`src/rtl/mac_operand_sequencer.sv`:
```
// Initiator for the MAC go/done protocol: replays buffered (a,b) pairs and captures the final sum.
// Optional MAC_SEQ_CHECK_EN adds a shadow accumulator and a chk_fail output.
module mac_operand_sequencer #(
    parameter int DEPTH   = 8,
    parameter int DW      = 4,
    parameter int OW      = 12,
    parameter int TIMEOUT = 64,
    localparam int AW     = $clog2(DEPTH)
) (
    input  logic          clk_out,
    input  logic          rst,
    input  logic          wr_en,
    input  logic [AW-1:0] wr_addr,
    input  logic [DW-1:0] wr_a,
    input  logic [DW-1:0] wr_b,
    input  logic          start,
    input  logic [AW:0]   len,
    output logic          busy,
    output logic [DW-1:0] mac_a,
    output logic [DW-1:0] mac_b,
    output logic          mac_go,
    input  logic          mac_done,
    input  logic [OW-1:0] mac_out,
    output logic [OW-1:0] result,
    output logic          res_valid,
    output logic          err,
`ifdef MAC_SEQ_CHECK_EN
    output logic          chk_fail,
`endif
    output logic [2:0]    dbg_state
);

    localparam int CW = $clog2(TIMEOUT + 1);

    // Handshake: mac_go is a one-cycle issue pulse with mac_a/mac_b stable from that cycle
    // until the pair completes; mac_done is a one-cycle completion pulse, mac_out valid with it.
    typedef enum logic [2:0] {
        S_IDLE,
        S_LOAD,
        S_ISSUE,
        S_WAIT,
        S_CAPTURE,
        S_ERR
    } state_t;

    state_t        state, state_nxt;
    logic [DW-1:0] buf_a [DEPTH];
    logic [DW-1:0] buf_b [DEPTH];
    logic [AW:0]   len_q;
    logic [AW-1:0] idx;
    logic [CW-1:0] wait_cnt;
    logic          start_ok;
    logic          last_pair;
    logic          timeout_hit;

    assign start_ok    = start && (len != '0) && (len <= (AW+1)'(DEPTH));
    assign last_pair   = ({1'b0, idx} == (len_q - (AW+1)'(1)));
    assign timeout_hit = (wait_cnt == CW'(TIMEOUT - 1));
    assign dbg_state   = state;

    // Buffer is never reset; slots are undefined until written.
    always_ff @(posedge clk_out) begin
        if (wr_en) begin
            buf_a[wr_addr] <= wr_a;
            buf_b[wr_addr] <= wr_b;
        end
    end

    always_ff @(posedge clk_out) begin
        if (!rst) state <= S_IDLE;
        else      state <= state_nxt;
    end

    always_comb begin
        state_nxt = state;
        busy      = (state != S_IDLE);
        mac_go    = 1'b0;
        res_valid = 1'b0;
        case (state)
            S_IDLE:    if (start_ok) state_nxt = S_LOAD;
            S_LOAD:    state_nxt = S_ISSUE;
            S_ISSUE: begin
                mac_go    = 1'b1;
                state_nxt = S_WAIT;
            end
            // Completion has priority over a timeout landing on the same cycle.
            S_WAIT: begin
                if (mac_done)         state_nxt = last_pair ? S_CAPTURE : S_LOAD;
                else if (timeout_hit) state_nxt = S_ERR;
            end
            S_CAPTURE: begin
                res_valid = 1'b1;
                state_nxt = S_IDLE;
            end
            S_ERR:     state_nxt = S_IDLE;
            default:   state_nxt = S_IDLE;
        endcase
    end

    always_ff @(posedge clk_out) begin
        if (!rst) begin
            len_q    <= '0;
            idx      <= '0;
            wait_cnt <= '0;
            mac_a    <= '0;
            mac_b    <= '0;
            result   <= '0;
            err      <= 1'b0;
        end else begin
            case (state)
                S_IDLE: begin
                    if (start_ok) begin
                        len_q <= len;
                        idx   <= '0;
                        err   <= 1'b0;
                    end
                end
                S_LOAD: begin
                    mac_a <= buf_a[idx];
                    mac_b <= buf_b[idx];
                end
                S_ISSUE: wait_cnt <= '0;
                S_WAIT: begin
                    wait_cnt <= wait_cnt + CW'(1);
                    if (mac_done) begin
                        if (last_pair) result <= mac_out;
                        else           idx    <= idx + AW'(1);
                    end else if (timeout_hit) begin
                        err <= 1'b1;
                    end
                end
                default: ;
            endcase
        end
    end

`ifdef MAC_SEQ_CHECK_EN
    logic [OW-1:0]   shadow_acc;
    logic [2*DW-1:0] pair_prod;

    assign pair_prod = buf_a[idx] * buf_b[idx];

    // Shadow sum is compared against the MAC's final value on the edge that loads result,
    // so chk_fail becomes visible together with res_valid.
    always_ff @(posedge clk_out) begin
        if (!rst) begin
            shadow_acc <= '0;
            chk_fail   <= 1'b0;
        end else if (state == S_IDLE && start_ok) begin
            shadow_acc <= '0;
            chk_fail   <= 1'b0;
        end else if (state == S_ISSUE) begin
            shadow_acc <= shadow_acc + OW'(pair_prod);
        end else if (state == S_WAIT && mac_done && last_pair) begin
            if (shadow_acc != mac_out) chk_fail <= 1'b1;
        end
    end
`endif

endmodule

```
`config.mk`:
```
export PLATFORM = sky130hd
export DESIGN_NAME = mac_operand_sequencer
export DESIGN_NICKNAME = d
export VERILOG_FILES = /design/src/rtl/mac_operand_sequencer.sv
export SDC_FILE = /design/constraint.sdc
export NUM_CORES = 1
export LEC_CHECK = 0
export ABC_CLOCK_PERIOD_IN_PS = 2500
export CAP_MARGIN = 20
export CORE_MARGIN = 2
export CORE_UTILIZATION = 52
export DETAILED_ROUTE_END_ITERATION = 7
export PLACE_DENSITY = 0.86
export SLEW_MARGIN = 20
export SYNTH_ARGS = -nofsm -noshare
export SYNTH_HDL_FRONTEND = slang
export SYNTH_SLANG_ARGS = --single-unit
```
`constraint.sdc`:
```
create_clock -name clk_out -period 2.5 [get_ports clk_out]
set_clock_uncertainty 0.05 [all_clocks]
set_input_delay 0.25 -clock clk_out [delete_from_list [all_inputs] [get_ports clk_out]]
set_output_delay 0.25 -clock clk_out [all_outputs]
set_load 0.02 [all_outputs]
```
# Yosys cells after proc, flatten, opt, wreduce, memory -nomap -nowiden
# Memories as Yosys holds them, arrays and structs flattened. A register that Yosys moved wholly into a read port is not among the register bits.
# Index checks and enable logic that the tools add are counted.
[word_totals] ff_bits=30 latchBits=0 mem_bits_rw=64 romBits=0 input_bits=32 output_inout_bits=27 wordCells=56 memories=2
[op_classes] n_addsub=3 n_mul=0 div_mod_pow=0 n_lt_le_gt_ge=1 eq_ne=12 shift=0 muxes=18 bitwise_logic=0 n_reduce_logical=14
[mem_list] name="buf_a" words=8 word_bits=4 read_ports=1 rd_clocked_by_memory_dff=1 wr=1 line="47" source="logic [DW-1:0] buf_a [DEPTH];"
[mem_list] name="buf_b" words=8 word_bits=4 read_ports=1 rd_clocked_by_memory_dff=1 wr=1 line="48" source="logic [DW-1:0] buf_b [DEPTH];"
[op_table] op="two-way mux 3 bit" count=7
[op_table] op="one-hot mux 7 bit (2 select lines)" count=1
[op_table] op="one-hot mux 3 bit (4 select lines)" count=1
[op_table] op="inequality test 2 bit (second input constant)" count=5
[op_table] op="AND reduction 4 bit" count=2
[op_table] op="adder 7 x 1 -> 7 bit (second input constant)" count=1
[op_table] op="equality test 7 x 6 -> 1 bit (second input constant)" count=1
[op_table] op="two-way mux 1 bit" count=7
[op_table] op="equality test 3 x 2 -> 1 bit (second input constant)" count=2
[op_table] op="one-hot mux 3 bit (2 select lines)" count=1
[op_table] op="equality test 3 x 4 -> 1 bit" count=1
[op_table] op="<= comparator 4 bit (second input constant)" count=1
[op_table] op="AND reduction 2 bit" count=2
[op_table] op="nonzero test 2 bit" count=2
[op_table] op="nonzero test 4 bit" count=1
[op_table] op="subtractor 4 x 1 -> 4 bit (second input constant)" count=1
[op_table] op="adder 3 x 1 -> 3 bit (second input constant)" count=1
[op_table] op="equality test 3 x 1 -> 1 bit (second input constant)" count=1
[op_table] op="equality test 3 bit (second input constant)" count=1
[op_table] op="zero test 3 bit" count=1
[op_table] op="inequality test 3 bit (second input constant)" count=1
[op_table] op="AND reduction 3 bit" count=1
[op_table] op="nonzero test 3 bit" count=1
[op_table] op="logical AND 1 bit" count=2
[op_table] op="other kinds (2)" count=3

# Depth between registers and ports, before layout
# Gate-level depths: netlist (run 1).
[logic_depth] word_depth=5 depth_mapped=8 depth_no_buf=6

# Least setup slack after synthesis (run 1)
# OpenSTA, ideal clock, no wires.
[synth_timing] path_kind="register to register" startpoint="register len_q[0]" endpoint="register result[0]" setup_ns=0.072 t_arrival_ns=1.753 path_slack_ns=0.625 path_stages_with_launch=9 path_buffers=2 path_cell_list="dfxtp_1 inv_1 ha_1 xnor2_1 nor4_2 and3b_1 buf_6 buf_12 mux2i_1"
[synth_via] elab_chain_len=3
[synth_lines] item="start, declared" line="49" source="logic [AW:0] len_q;"
[synth_lines] item="start signal, assigned" line="113" source="len_q <= len;"
[synth_lines] item="subtractor 4 x 1 -> 4 bit" line="57" source="assign last_pair = ({1'b0, idx} == (len_q - (AW+1)'(1)));"
[synth_lines] item="equality test 3 x 4 -> 1 bit" line="57"
[synth_lines] item="AND reduction 3 bit (no source line)"
[synth_lines] item="end signal, assigned" line="126" source="if (last_pair) result <= mac_out;"
[synth_lines] item="end, declared" line="24" source="output logic [OW-1:0] result,"
# No other way between the ends.
# A chain may end at the register's enable or synchronous reset.

# Worst setup path in the final report (run 1)
[layout_timing] startpoint="register state[1] (netlist: dbg_state[1])" endpoint="output mac_go"
[layout_via] elab_chain_len=2
[layout_lines] item="start, declared" line="46" source="state_t state, state_nxt;"
[layout_lines] item="start signal, assigned" line="71" source="else state <= state_nxt;"
[layout_lines] item="equality test 3 x 2 -> 1 bit" line="79" source="case (state)"
[layout_lines] item="two-way mux 1 bit" line="79"
[layout_lines] item="end, declared" line="21" source="output logic mac_go,"
# No other way between the ends.

==> results.md, run 1 <==
- Setup bufs post-CTS: 0
- Post-cts gate resize count: 0
- Mean Syn Cell Area: between 10 and 15 sq um
- VDD IR max: around 0.50 mV
- Die Y: 93.7 um
- Cell Rows: 32
- IO buf count: 58
- CP max FO: 12
- Nets: 401
- Final Hold Viols: 0
- Tightest Hold Check Type: input pin to flop
- Post-synth EDFFs: 64
- CTS max path bufs: 2
- Min Tclk post-route: 2230 ps
- Period utilization: 0.891
- Hold endpoint: result[3]
- Outcome: completed
- Ys flop type: edfxtp_1
- DRC viols: 0
- Synth Register Bits: around 100
- Met2 Usage GRT: 0.319
- Clock net sink count: roughly 100
- Hold depth: 3
- Core region area: between 7000 and 8000 sq um
- Post-CTS Hold Buffers: 0
- Io pins: 59
- Area growth syn-to-layout: 23.0%
- Sequential power share: 0.556
- Vias: ~2600
- Worst setup slack after placement: 472 ps
- Vias/cell: 5.45
- Worst setup SP type: flop
- Final setup viols: 0
- Final setup TNS: 0 ps
- Worst-Margin Slew: about 490 ps
- Initial Utilization: 0.538
- First-pass GRT wire length: 12400 um
- Htree depth: 3
- HP Start: mac_out[3]
- Crit end category: output pin
- Dpl hpwl: 5270 um
- RSZ-0062 raised after global routing: no
- Switching portion of total power: 0.227
- R2R cell count: 7
- Sequential element share of the synthesized area: 0.642
- Vias in the first global route: 2605
- Rel. slew slack: 0.674
- Number of distinct library cells after synthesis: 43
- Initial antenna violation count: 0
- Max Cap Viol: 0
- CP required: 2200 ps
- Clk_lat worst skew: between 300 and 400 ps
- P_int: about 2.6 mW
- Launching point of the worst reg2reg path: len_q[0]
- Mapped cell area: 4180 sq um
- Drt wl/cell: 16.5 um
- Root Buffer: clkbuf_8
- Comb pwr share: 0.104
- DRT Pass-1 Iters: 4
- GR Overflow Total: 0
- CP arrival: between 1500 and 2000 ps
- Die area: 8770 sq um
- CTS tree: yes
- Fraction of layout cells with a size suffix above 1: 0.132
- R2R Path End: result[1]
- CTS Buf Count: 9
- Clock Power Share: 0.340
- Worst-path clk slew: 100 ps
- Mapped Cells: 299
- Number of DRC markers in iteration 0: 96
- Routing usage on met3: 0.0474
- R2R setup slack: 410 ps
- Syn_nets: 334
- Fmax: ~0.45 GHz
- Slew Viols, Final: 0
- Die X: 93.7 um
- Final Total Pwr: 3.40 mW
- Psw: 0.772 mW
- Slack of the critical path: 272 ps
- Pwr dens: 662 nW/um^2
- Gpl congestion: 0.713
- Met1 GRT Util: 0.229
- Ant diodes: 0
- Post-route ant nets: 0
- Final WL: 7790 um
- Synth warnings: 0
- GRT Overall Usage: 0.187
- Gr busiest metal: met2
- Asr flop ratio synth: 0
- Critical path type: flop to output pin
- Largest net degree at the start of global routing: 39
- Leak: 1.70 nW
[cell usage after synthesis (2+ instances only)]
cell	n	area share
inv_1	5	0.0045
nor4_1	3	0.0045
ha_1	3	0.0090
nand2_1	33	0.030
buf_2	3	0.0036
o21ai_0	13	0.016
clkbuf_1	11	0.0099
a21oi_1	11	0.013
edfxtp_1	64	0.46
nand3_1	8	0.0096
mux2i_1	27	0.065
and2_1	2	0.0030
o21a_1	2	0.0036
nand3b_1	2	0.0036
nor2b_1	7	0.010
xnor2_1	3	0.0063
nor3b_1	2	0.0036
a21boi_0	5	0.0090
nand2b_1	6	0.0090
mux4_2	16	0.086
nor2_1	7	0.0063
nor3_1	8	0.0096
dfxtp_1	38	0.18
[flip-flops by register name, summed over array words and instances, names as in the netlist]
signal / cells
dbg_state: 3
idx: 3
result: 12
buf_b: 32
len_q: 4
mac_a: 4
wait_cnt: 7
buf_a: 32
err: 1
mac_b: 4
[through the flow]
| stage | util | area, sq um | cells | hold WS (ps) |
|---|---|---|---|---|
| after floorplan | - | 4180 | 299 | 299 |
| after global placement | 0.632 | 4910 | 457 | 392 |
| after detailed placement | 0.632 | 4910 | 457 | 399 |
| after CTS | 0.662 | 5140 | 473 | 383 |
| after global routing | 0.662 | 5140 | 473 | 386 |
| final | 0.662 | 5140 | 473 | 388 |
[power by group through the flow]
stage	logic, mW	registers, mW	clock network [mW]
global route	0.386	1.90	1.25
CTS	0.359	1.89	1.18
finish	0.354	1.89	1.16
detailed placement	0.357	1.93	0
floorplan	0.167	1.95	0
global placement	0.347	1.93	0
[kinds of logic (layout without fill, tap and decap cells)]
| group | Yosys count | after routing | share of synthesized area |
|---|---|---|---|
| buffers and inverters | 22 | 94 | 0.0263 |
| and+or+nand+nor | 85 | 85 | 0.104 |
| adders and majority gates | 3 | 3 | 0.00898 |
| DFF | 102 | 102 | 0.642 |
| AOI/OAI and AO/OA | 40 | 40 | 0.0596 |
| muxes | 43 | 43 | 0.151 |
| xor gates and xnor gates | 4 | 4 | 0.00838 |
[placed cells by master (no fill, tap or decap), types with 3 or more instances in the layout]
cell,n
a21boi_0,5
a21oi_1,11
buf_4,15
clkbuf_8,10
clkdlybuf4s50_1,58
dfxtp_1,38
edfxtp_1,64
ha_1,3
inv_1,5
mux2i_1,27
mux4_2,16
nand2_1,33
nand2b_1,6
nand3_1,8
nor2_1,7
nor2b_1,7
nor3_1,8
nor4_1,3
o21ai_0,13
xnor2_1,3
[cell type report]
cell class,instances,area [sq um]
flip-flops and latches,102,2680
well taps,102,128
fillers,558,2630
clock buffers,11,141
multi-input cells,175,1390
clock inverters,5,88.8
inverters,5,18.8
repair buffers,73,693
[per-layer routing]
layer  vias to the layer above  part of all wire
met4                         0             0.020
met2                        83              0.50
met5                         -                 0
li1                       1246                 -
met3                        14             0.060
met1                      1237              0.42
[worst max-delay path: stages, from the launching register on]
cell and delay (ps):
dfxtp_1 550, nand2b_1 260, nor2_1 140, clkdlybuf4s50_1 610
[worst max path at each step]
| stage | start | to | slack [ps] | depth (start not counted) |
|---|---|---|---|---|
| 3_3_place_gp | len[3] | len_q[0] | 550 | 5 |
| 3_5_place_dp | len_q[0] | result[1] | 470 | 7 |
| 5_1_grt | dbg_state[1] | mac_go | 170 | 3 |
| 4_1_cts | dbg_state[1] | mac_go | 270 | 3 |
| 2_1_floorplan | len_q[0] | result[0] | 630 | 8 |
| 6_report | dbg_state[1] | mac_go | 270 | 3 |
Note: power is estimated with default switching activity, not from simulation.
==> run 2, diff against run 1 <==
--- a/config.mk
+++ b/config.mk
@@ -11,6 +11,7 @@
 export CORE_UTILIZATION = 52
 export DETAILED_ROUTE_END_ITERATION = 7
 export PLACE_DENSITY = 0.86
+export REMOVE_ABC_BUFFERS = 1
 export SLEW_MARGIN = 20
 export SYNTH_ARGS = -nofsm -noshare
 export SYNTH_HDL_FRONTEND = slang
==> results.md, run 2 (synthesis gave the netlist of run 1 again) <==
- Outcome: completed (unchanged)
- Switching portion of total power: 0.256 (was 0.227)
- Final setup viols: 0 (unchanged)
- Post-cts gate resize count: 0 (unchanged)
- Post-CTS Hold Buffers: 0 (unchanged)
- Drt wl/cell: 16.7 um (was 16.5 um)
- Htree depth: 3 (unchanged)
- GR Overflow Total: 0 (unchanged)
- CP arrival: 1970 ps (was 1930 ps)
- Pwr dens: 636 nW/um^2 (was 662 nW/um^2)
- CTS max path bufs: 2 (unchanged)
- Root Buffer: clkbuf_8 (unchanged)
- Final setup TNS: 0 ps (unchanged)
- First-pass GRT wire length: 12600 um (was 12400 um)
- RSZ-0062 raised after global routing: no (unchanged)
- Fraction of layout cells with a size suffix above 1: 0.137 (was 0.132)
- Number of DRC markers in iteration 0: 116 (was 96)
- Io pins: 59 (unchanged)
- Most frequent cells in the layout: edfxtp_1 (64), clkdlybuf4s50_1 (58), dfxtp_1 (38) (unchanged)
- Sequential power share: 0.584 (was 0.556)
- Post-route ant nets: 0 (unchanged)
- Leak: 1.69 nW (was 1.70 nW)
- Vias/cell: 5.58 (was 5.45)
- Final Total Pwr: 3.24 mW (was 3.40 mW)
- Min Tclk post-route: 2270 ps (was 2230 ps)
- Vias in the first global route: 2568 (was 2605)
- Die Y: 93.7 um (unchanged)
- Clock net sink count: 102 (unchanged)
- IO buf count: 58 (unchanged)
- DRC viols: 0 (unchanged)
- Placed inst area: 4910 sq um (about the same)
- Comb pwr share: 0.110 (was 0.104)
- DRT Pass-1 Iters: 5 (was 4)
- Worst setup slack after placement: 462 ps (was 472 ps)
- Gpl congestion: 0.810 (was 0.713)
- CTS Buf Count: 9 (unchanged)
- Critical path type: flop to output pin (unchanged)
- Initial Utilization: 0.538 (unchanged)
- Multi-input logic area: 1390 sq um (about the same)
- Largest net degree at the start of global routing: 36 (was 39)
- CTS tree: yes (unchanged)
- Initial antenna violation count: 0 (unchanged)
- CP max FO: 12 (unchanged)
- Dpl hpwl: 5300 um (was 5270 um)
- Ant diodes: 0 (unchanged)
- Tightest Hold Check Type: input pin to flop (unchanged)
- CP required: 2200 ps (about the same)
- Psw: 0.829 mW (was 0.772 mW)
- Die area: 8770 sq um (unchanged)
- Cell Rows: 32 (unchanged)
- Cell area after layout: 5100 sq um (was 5140 sq um)
- Setup bufs post-CTS: 0 (unchanged)
- Vias: 2637 (was 2580)
- Layout filler cell count: 581 (was 558)
- Worst setup SP type: flop (unchanged)
- Period utilization: 0.909 (was 0.891)
- Die X: 93.7 um (unchanged)
- Slew Viols, Final: 0 (unchanged)
- Core region area: 7770 sq um (unchanged)
- Fmax: 0.440 GHz (was 0.449 GHz)
- Rel. slew slack: 0.661 (was 0.674)
- Worst-path clk slew: 100 ps (about the same)
- Leading cell type in the layout, fill and taps excluded: edfxtp_1 (unchanged)
- Area growth syn-to-layout: 22.1% (was 23.0%)
- Worst hold slack: 395 ps (was 388 ps)
- Crit end category: output pin (unchanged)
- Final WL: 7900 um (was 7790 um)
- Clk_lat worst skew: 370 ps (was 360 ps)
- Max Cap Viol: 0 (unchanged)
- VDD IR max: 0.412 mV (was 0.504 mV)
- Sequential Area: 2680 sq um (unchanged)
- Nets: 401 (unchanged)
- GRT Overall Usage: 0.190 (was 0.187)
- Top Registers: buf_a: 32 flops, buf_b: 32 flops, result: 12 flops (unchanged)
- Worst-Margin Slew: 508 ps (was 488 ps)
- P_int: 2.41 mW (was 2.63 mW)
- Final Hold Viols: 0 (unchanged)
- Clock Power Share: 0.305 (was 0.340)
- Slack of the critical path: 227 ps (was 272 ps)
-- run 2: changes by cell type in the layout (fill, tap and decap cells not counted), sizes merged --
cell,change
clkbuf,-2
bufinv,-2
inv,+3
clkinv,+1
-- run 2: through the flow --
| step | std cells | util |
|---|---|---|
| floorplan | 282 | - |
| global placement | 457 | 0.633 |
| detailed placement | 457 | 0.633 |
| CTS | 473 | 0.657 |
| global route | 473 | 0.657 |
| finish | 473 | 0.657 |
-- run 2: cell type report --
cell class / instances / share of cell area
well taps: 102 / 0.0250
inverters: 5 / 0.00368
multi-input cells: 175 / 0.273
clock inverters: 7 / 0.0125
clock buffers: 9 / 0.0243
repair buffers: 73 / 0.136
flip-flops and latches: 102 / 0.526
-- run 2: path summary, 6_finish.rpt --
kind                                   start         to  slack [ps]  depth (start not counted)
worst max-delay path            dbg_state[1]     mac_go         230                          3
worst min-delay path              mac_out[8]  result[8]         390                          3
worst max register to register      len_q[0]  result[4]         450                          7
worst min register to register     result[2]  result[2]         410                          2
-- run 2: power by group through the flow --
stage | clock network [mW] | logic, mW | registers (mW)
2_1_floorplan | 0 | 0.138 | 1.96
3_3_place_gp | 0 | 0.349 | 1.93
3_5_place_dp | 0 | 0.359 | 1.93
4_1_cts | 1.01 | 0.361 | 1.90
5_1_grt | 1.07 | 0.386 | 1.90
6_report | 0.991 | 0.358 | 1.90
-- run 2: worst max-delay path: stages (launching register included) --
cell and delay, ps:
dfxtp_1 590, nand2b_1 270, nor2_1 140, clkdlybuf4s50_1 610
-- run 2: routing by layer --
layer,GRT usage,vias up,share of wire
li1,-,1266,-
met1,0.247,1276,0.45
met2,0.324,86,0.49
met3,0.0305,9,0.045
met4,0.0713,0,0.013
met5,0,-,0
